**config.mk**
```make
export PLATFORM = sky130hd
export DESIGN_NAME = sequenciador_contador74163
export DESIGN_NICKNAME = d
export VERILOG_FILES = /design/src/rtl/sequenciador_contador74163_pkg.sv /design/src/rtl/sequenciador_contador74163_modelo.sv /design/src/rtl/sequenciador_contador74163.sv
export SDC_FILE = /design/constraint.sdc
export NUM_CORES = 1
export LEC_CHECK = 0
export ABC_AREA = 1
export CAP_MARGIN = 15
export CORE_MARGIN = 4
export CORE_UTILIZATION = 32
export DETAILED_ROUTE_END_ITERATION = 7
export DONT_BUFFER_PORTS = 1
export PLACE_DENSITY = 0.44
export SLEW_MARGIN = 0
export SYNTH_ARGS = -nofsm -noshare
export SYNTH_HDL_FRONTEND = slang
export SYNTH_HIERARCHICAL = 1
export SYNTH_SLANG_ARGS = --single-unit
```
**constraint.sdc**
```tcl
create_clock -name CLK -period 2.1 [get_ports CLK]
set_input_delay 0.525 -clock CLK [delete_from_list [all_inputs] [get_ports CLK]]
set_output_delay 0.525 -clock CLK [all_outputs]
set_load 0.02 [all_outputs]
```
**src/rtl/sequenciador_contador74163_pkg.sv**
```systemverilog
// Shared types for the 74163 sequencer: FSM encoding, counter pin bundle and count limit.
package sequenciador_contador74163_pkg;

   typedef enum logic [2:0] {
      S_IDLE  = 3'd0,
      S_CLEAR = 3'd1,
      S_LOAD  = 3'd2,
      S_COUNT = 3'd3,
      S_DONE  = 3'd4,
      S_ERROR = 3'd5
   } state_t;

   typedef struct packed {
      logic       clr_n;
      logic       ld_n;
      logic       enp;
      logic       ent;
      logic [3:0] data;
   } pins_t;

   localparam pins_t IDLE_PINS = '{clr_n: 1'b1, ld_n: 1'b1, enp: 1'b0, ent: 1'b0, data: 4'h0};
   localparam logic [3:0] COUNT_MAX = 4'd15;

endpackage

```
**src/rtl/sequenciador_contador74163_modelo.sv**
```systemverilog
// Shadow 74163: tracks the count the real part should hold, same edge, same priorities.
// Zero latency: exp changes on the edge the counter acts on its pins.
module modelo_contador74163
   import sequenciador_contador74163_pkg::*;
(
   input  logic       clk,
   input  logic       rst_n,
   input  logic       clr,
   input  logic       ld,
   input  logic       en,
   input  logic [3:0] d,
   output logic [3:0] exp,
   output logic       rco_exp
);

   always_ff @(posedge clk or negedge rst_n) begin
      if (!rst_n) begin
         exp <= 4'd0;
      end else if (clr) begin
         exp <= 4'd0;
      end else if (ld) begin
         exp <= d;
      end else if (en) begin
         exp <= exp + 4'd1;
      end
   end

   // Ripple carry is combinational on the enable, like the real part.
   assign rco_exp = en && (exp == COUNT_MAX);

endmodule

```
**src/rtl/sequenciador_contador74163.sv**
```systemverilog
// Drives a 74163 through clear -> optional load -> count and checks Q/RCO every cycle.
// start-to-done: 1 + use_load + steps + paused cycles, then a one-cycle done pulse.
module sequenciador_contador74163
   import sequenciador_contador74163_pkg::*;
(
   input  logic       CLK,
   input  logic       CLR_N,
   input  logic       start,
   input  logic       use_load,
   input  logic [3:0] load_val,
   input  logic [7:0] steps,
   input  logic       pause,
   input  logic [3:0] q,
   input  logic       rco,
   output logic       clr_n_o,
   output logic       ld_n_o,
   output logic       enp_o,
   output logic       ent_o,
   output logic [3:0] data_o,
   output logic       busy,
   output logic       done,
   output logic       error,
   output logic [3:0] exp_q,
   output logic [3:0] got_q,
   output logic [3:0] wraps
);

   state_t     state;
   state_t     next_state;
   pins_t      pins;
   logic       use_load_r;
   logic [3:0] load_val_r;
   logic [7:0] rem;
   logic       chk_en;
   logic [3:0] exp_cnt;
   logic       rco_exp;
   logic       mismatch;
   logic       launch;
   logic       step;

   modelo_contador74163 u_modelo (
      .clk     (CLK),
      .rst_n   (CLR_N),
      .clr     (!pins.clr_n),
      .ld      (!pins.ld_n),
      .en      (pins.enp && pins.ent),
      .d       (pins.data),
      .exp     (exp_cnt),
      .rco_exp (rco_exp)
   );

   assign mismatch = (chk_en && (q != exp_cnt)) || (rco != rco_exp);
   assign step     = (state == S_COUNT) && !pause;
   assign launch   = (next_state == S_CLEAR);

   always_comb begin
      pins       = IDLE_PINS;
      next_state = state;
      case (state)
         S_IDLE: begin
            if (start) next_state = S_CLEAR;
         end
         S_CLEAR: begin
            pins.clr_n = 1'b0;
            if (use_load_r)       next_state = S_LOAD;
            else if (rem == 8'd0) next_state = S_DONE;
            else                  next_state = S_COUNT;
         end
         S_LOAD: begin
            pins.ld_n  = 1'b0;
            pins.data  = load_val_r;
            next_state = (rem == 8'd0) ? S_DONE : S_COUNT;
         end
         S_COUNT: begin
            pins.enp = 1'b1;
            pins.ent = !pause;
            if (!pause && (rem == 8'd1)) next_state = S_DONE;
         end
         S_DONE: begin
            next_state = start ? S_CLEAR : S_IDLE;
         end
         S_ERROR: begin
            if (start) next_state = S_CLEAR;
         end
         default: next_state = S_IDLE;
      endcase
      // A failed check wins over every other transition, including COUNT->DONE.
      if (mismatch) next_state = S_ERROR;
   end

   always_ff @(posedge CLK or negedge CLR_N) begin
      if (!CLR_N) begin
         state      <= S_IDLE;
         use_load_r <= 1'b0;
         load_val_r <= 4'd0;
         rem        <= 8'd0;
         chk_en     <= 1'b0;
         error      <= 1'b0;
         exp_q      <= 4'd0;
         got_q      <= 4'd0;
         wraps      <= 4'd0;
      end else begin
         state <= next_state;

         if (launch) begin
            use_load_r <= use_load;
            load_val_r <= load_val;
            rem        <= steps;
         end else if (step) begin
            rem <= rem - 8'd1;
         end

         if ((next_state == S_ERROR) || (state == S_IDLE) || (state == S_ERROR)) begin
            chk_en <= 1'b0;
         end else if (state == S_CLEAR) begin
            chk_en <= 1'b1;
         end

         // Only the first mismatch is recorded; restart from ERROR wipes it.
         if (mismatch && !error) begin
            error <= 1'b1;
            exp_q <= exp_cnt;
            got_q <= q;
         end else if ((state == S_ERROR) && launch) begin
            error <= 1'b0;
            exp_q <= 4'd0;
            got_q <= 4'd0;
         end

         if (launch) begin
            wraps <= 4'd0;
         end else if (step && (exp_cnt == COUNT_MAX) && (wraps != 4'd15)) begin
            wraps <= wraps + 4'd1;
         end
      end
   end

   assign clr_n_o = pins.clr_n;
   assign ld_n_o  = pins.ld_n;
   assign enp_o   = pins.enp;
   assign ent_o   = pins.ent;
   assign data_o  = pins.data;
   assign busy    = (state == S_CLEAR) || (state == S_LOAD) || (state == S_COUNT);
   assign done    = (state == S_DONE);

endmodule

```
==> results.toml <==
[run_status]
outcome = "complete, no violations"

[layout]
regArea_sq_um = 852
utilization_pct = 38.2
multi_input_area_sq_um = 1060
antenna_cells = 0
nets = 337
num-fill-cells = 695
area_growth_pct = 15.5
layout-drive-gt1-share_pct = 18.6
fin_cells = 388

[placed_design]
post-place-cells = 378
place.gp.congestion = 0.834
numPortBuffers = 0
place_hpwl_um = 3850
dp_slack_ns = 0.0357

[timing]
finalHoldViolCount = 0
clock-skew-final_ns = 0.00271
max_slew_margin_pct = 67.2
min_period_ns = 1.94
fmax_mhz = 515
finalCritPeriodShare_pct = 92.5
setup_violations = 0
worst_slew_pin_slew_ns = 0.490
drv_slew = 0
layout_setup_ws_ns = 0.158
rsz0062_at_grt = "yes"
finalSetupTns_ns = 0

[power]
p_leak_nw = 1.37
p_per_area_nw_per_um2 = 1210
peakVddDrop_uv = 598
totalPowerFinal_mw = 2.95

[global_route]
grt_pass1_vias = 1651
use_met1_pct = 18.8
grt.total_usage_pct = 13.4
grt_max_degree = 35
grtUsageMet2_pct = 18.7
antenna_found_initial = 0
gr-total-overflow = 0
top_usage_layer = "met1"
grt_pass1_wl_um = 8040
use_met3_pct = 5.25

[min_path]
hp-class = "in2async"

[synthesis]
ys_seq_area_share_pct = 40.3
yosysWarnings = 6
synth_cell_types = 29
avgSynthCellArea_sq_um = 7.31
synthCells = 289
syn_area_sq_um = 2110
ys_seq_elements = 34
syn-num-nets = 316

[worst_setup_path]
reg2reg_depth = 13
slowest_delay_ns = 0.44
crit_slowest_cell = "dfrtp_2"
worstPathCellList = "inv_2 -> nand3_4 -> nor2_1"
path_delay_family = "simple AND/OR/NAND/NOR gates"
path_max_fanout = 7
r2r-end = "load_val_r[1]"
critPathRequiredTime_ns = 1.57
path_class = "reg2out"
cp.buffers_inverters = 1
cp-start-kind = "flop"
end_kind = "output pin"
arrival_ns = 1.42
r2r-start = "state[2]"
r2r_slack_ns = 0.17

[cts]
ctsRootBufferMaster = "clkbuf_8"
htreeDepth = 2
clkSinkCount = 34
clock_latency_ns = 0.29
clkTransAtPathRegs_ns = 0.07
cts_tree = "done"
clockBufferDepth = 2
cts_buffers = 5

[die]
start_util_pct = 33.1
die_h_um = 89.2
ioPinCount = 45
coreArea_sq_um = 6390
fp.dieW_um = 89.2
dieArea_sq_um = 7960
row_count = 29

[route]
drc_errors = 0
dr.pass1.iters = 4
routed_wl_um = 4990
via_count = 1788
wl_per_cell_um = 12.9
dr.first_iter.drc_count = 85
via_per_inst = 4.61
antenna_left = 0

[run]
drv_cap = 0
[logic make-up (layout without fill, tap and decap cells)]
| logic type | after synthesis | count (layout) | share of synthesized area (%) |
|---|---|---|---|
| DFF | 34 | 34 | 40.3 |
| AOI/OAI and AO/OA | 23 | 23 | 6.40 |
| xor gates and xnor gates | 8 | 8 | 3.32 |
| and+or+nand+nor | 164 | 164 | 36.1 |
| muxes | 1 | 1 | 0.533 |
| buffers and inverters | 54 | 76 | 10.4 |
| adders and majority gates | 5 | 5 | 2.96 |
[flip-flops by register name (all words and copies together) (netlist names)]
name	cells
u_modelo/exp	4
got_q	4
state	3
chk_en	1
use_load_r	1
error	1
wraps	4
exp_q	4
load_val_r	4
rem	8
[synth_stat cells (all sizes together)]
master | instances | area (sq um)
nand2 | 85 | 329
inv | 51 | 191
nor2 | 37 | 169
dfrtp | 34 | 851
nand3 | 32 | 190
o21ai | 11 | 55.1
a21oi | 10 | 61.3
xor2 | 6 | 52.6
ha | 5 | 62.6
nand4 | 4 | 31.3
buf | 3 | 27.5
nor3 | 3 | 25.0
or2 | 3 | 18.8
xnor2 | 2 | 17.5
mux2 | 1 | 11.3
o211ai | 1 | 7.51
o21bai | 1 | 11.3
[metrics by stage]
| step | cell area (sq um) | hold WS, ns |
|---|---|---|
| detailed placement | 2300 | 0.231 |
| finish | 2440 | 0.0652 |
| global route | 2440 | 0.0649 |
| CTS | 2410 | 0.0635 |
| floorplan | 2120 | 0.229 |
| global placement | 2300 | 0.231 |
[power by group]
part           internal, mW  leakage (nW)  switching (mW)
sequential            0.874         0.427           0.228
combinational         0.490         0.895           0.845
clock                 0.265        0.0482           0.245
total                  1.63          1.37            1.32
[worst max-delay path by stage]
| stage | start | endpoint | slack [ns] | cells after the start |
|---|---|---|---|---|
| 2_1_floorplan | state[1] | load_val_r[1] | 0.01 | 14 |
| 3_3_place_gp | pause | load_val_r[1] | 0.10 | 12 |
| 3_5_place_dp | pause | load_val_r[2] | 0.04 | 13 |
| 4_1_cts | state[2] | load_val_r[1] | 0.05 | 12 |
| 5_1_grt | state[2] | load_val_r[1] | -0.02 | 13 |
| 6_report | state[2] | data_o[0] | 0.16 | 3 |
[worst reg2reg max path, cell delays in order, from the launching register on]
cell	delay, ns
dfrtp_2	0.44
nor2_4	0.13
nand2_1	0.10
inv_4	0.06
nand2_1	0.05
nor2_2	0.15
xor2_2	0.10
inv_1	0.07
nand2_2	0.07
nor2_4	0.14
nand3_4	0.15
buf_8	0.19
nor2_1	0.12
a21oi_2	0.04
[per-layer routing]
| metal | vias to the layer above | share of wire (%) |
|---|---|---|
| met5 | - | 0 |
| met3 | 6 | 7.7 |
| met1 | 799 | 50 |
| met2 | 42 | 40 |
| met4 | 0 | 1.4 |
| li1 | 941 | - |
[what timing repair did]
item                                   4_1_cts  5_1_grt
setup endpoints to repair                    0       22
endpoints found under the hold margin       34        0
gates resized for setup                      0        5
hold buffers                                 1        0
setup buffers                                0        1
[placed cells by master, fill, tap and decap left out, drive strengths merged]
cell type and count:
nor2 37, o211ai 1, clkinv 1, nand3 32
xnor2 2, or2 3, nand4 4, dfrtp 34
nand2 85, o21bai 1, ha 5, a21oi 10
o21ai 11, inv 51, xor2 6, clkbuf 7
mux2 1, buf 17, nor3 3
[final cells by class]
type	instances	share of cell area (%)
Clock buffer	7	3.54
Clock inverter	1	0.205
Inverter	51	7.95
Multi-Input combinational cell	201	43.4
Sequential cell	34	34.9
Tap cell	77	3.95
Timing Repair Buffer	17	6.05
(Power assumes the default switching activity.)
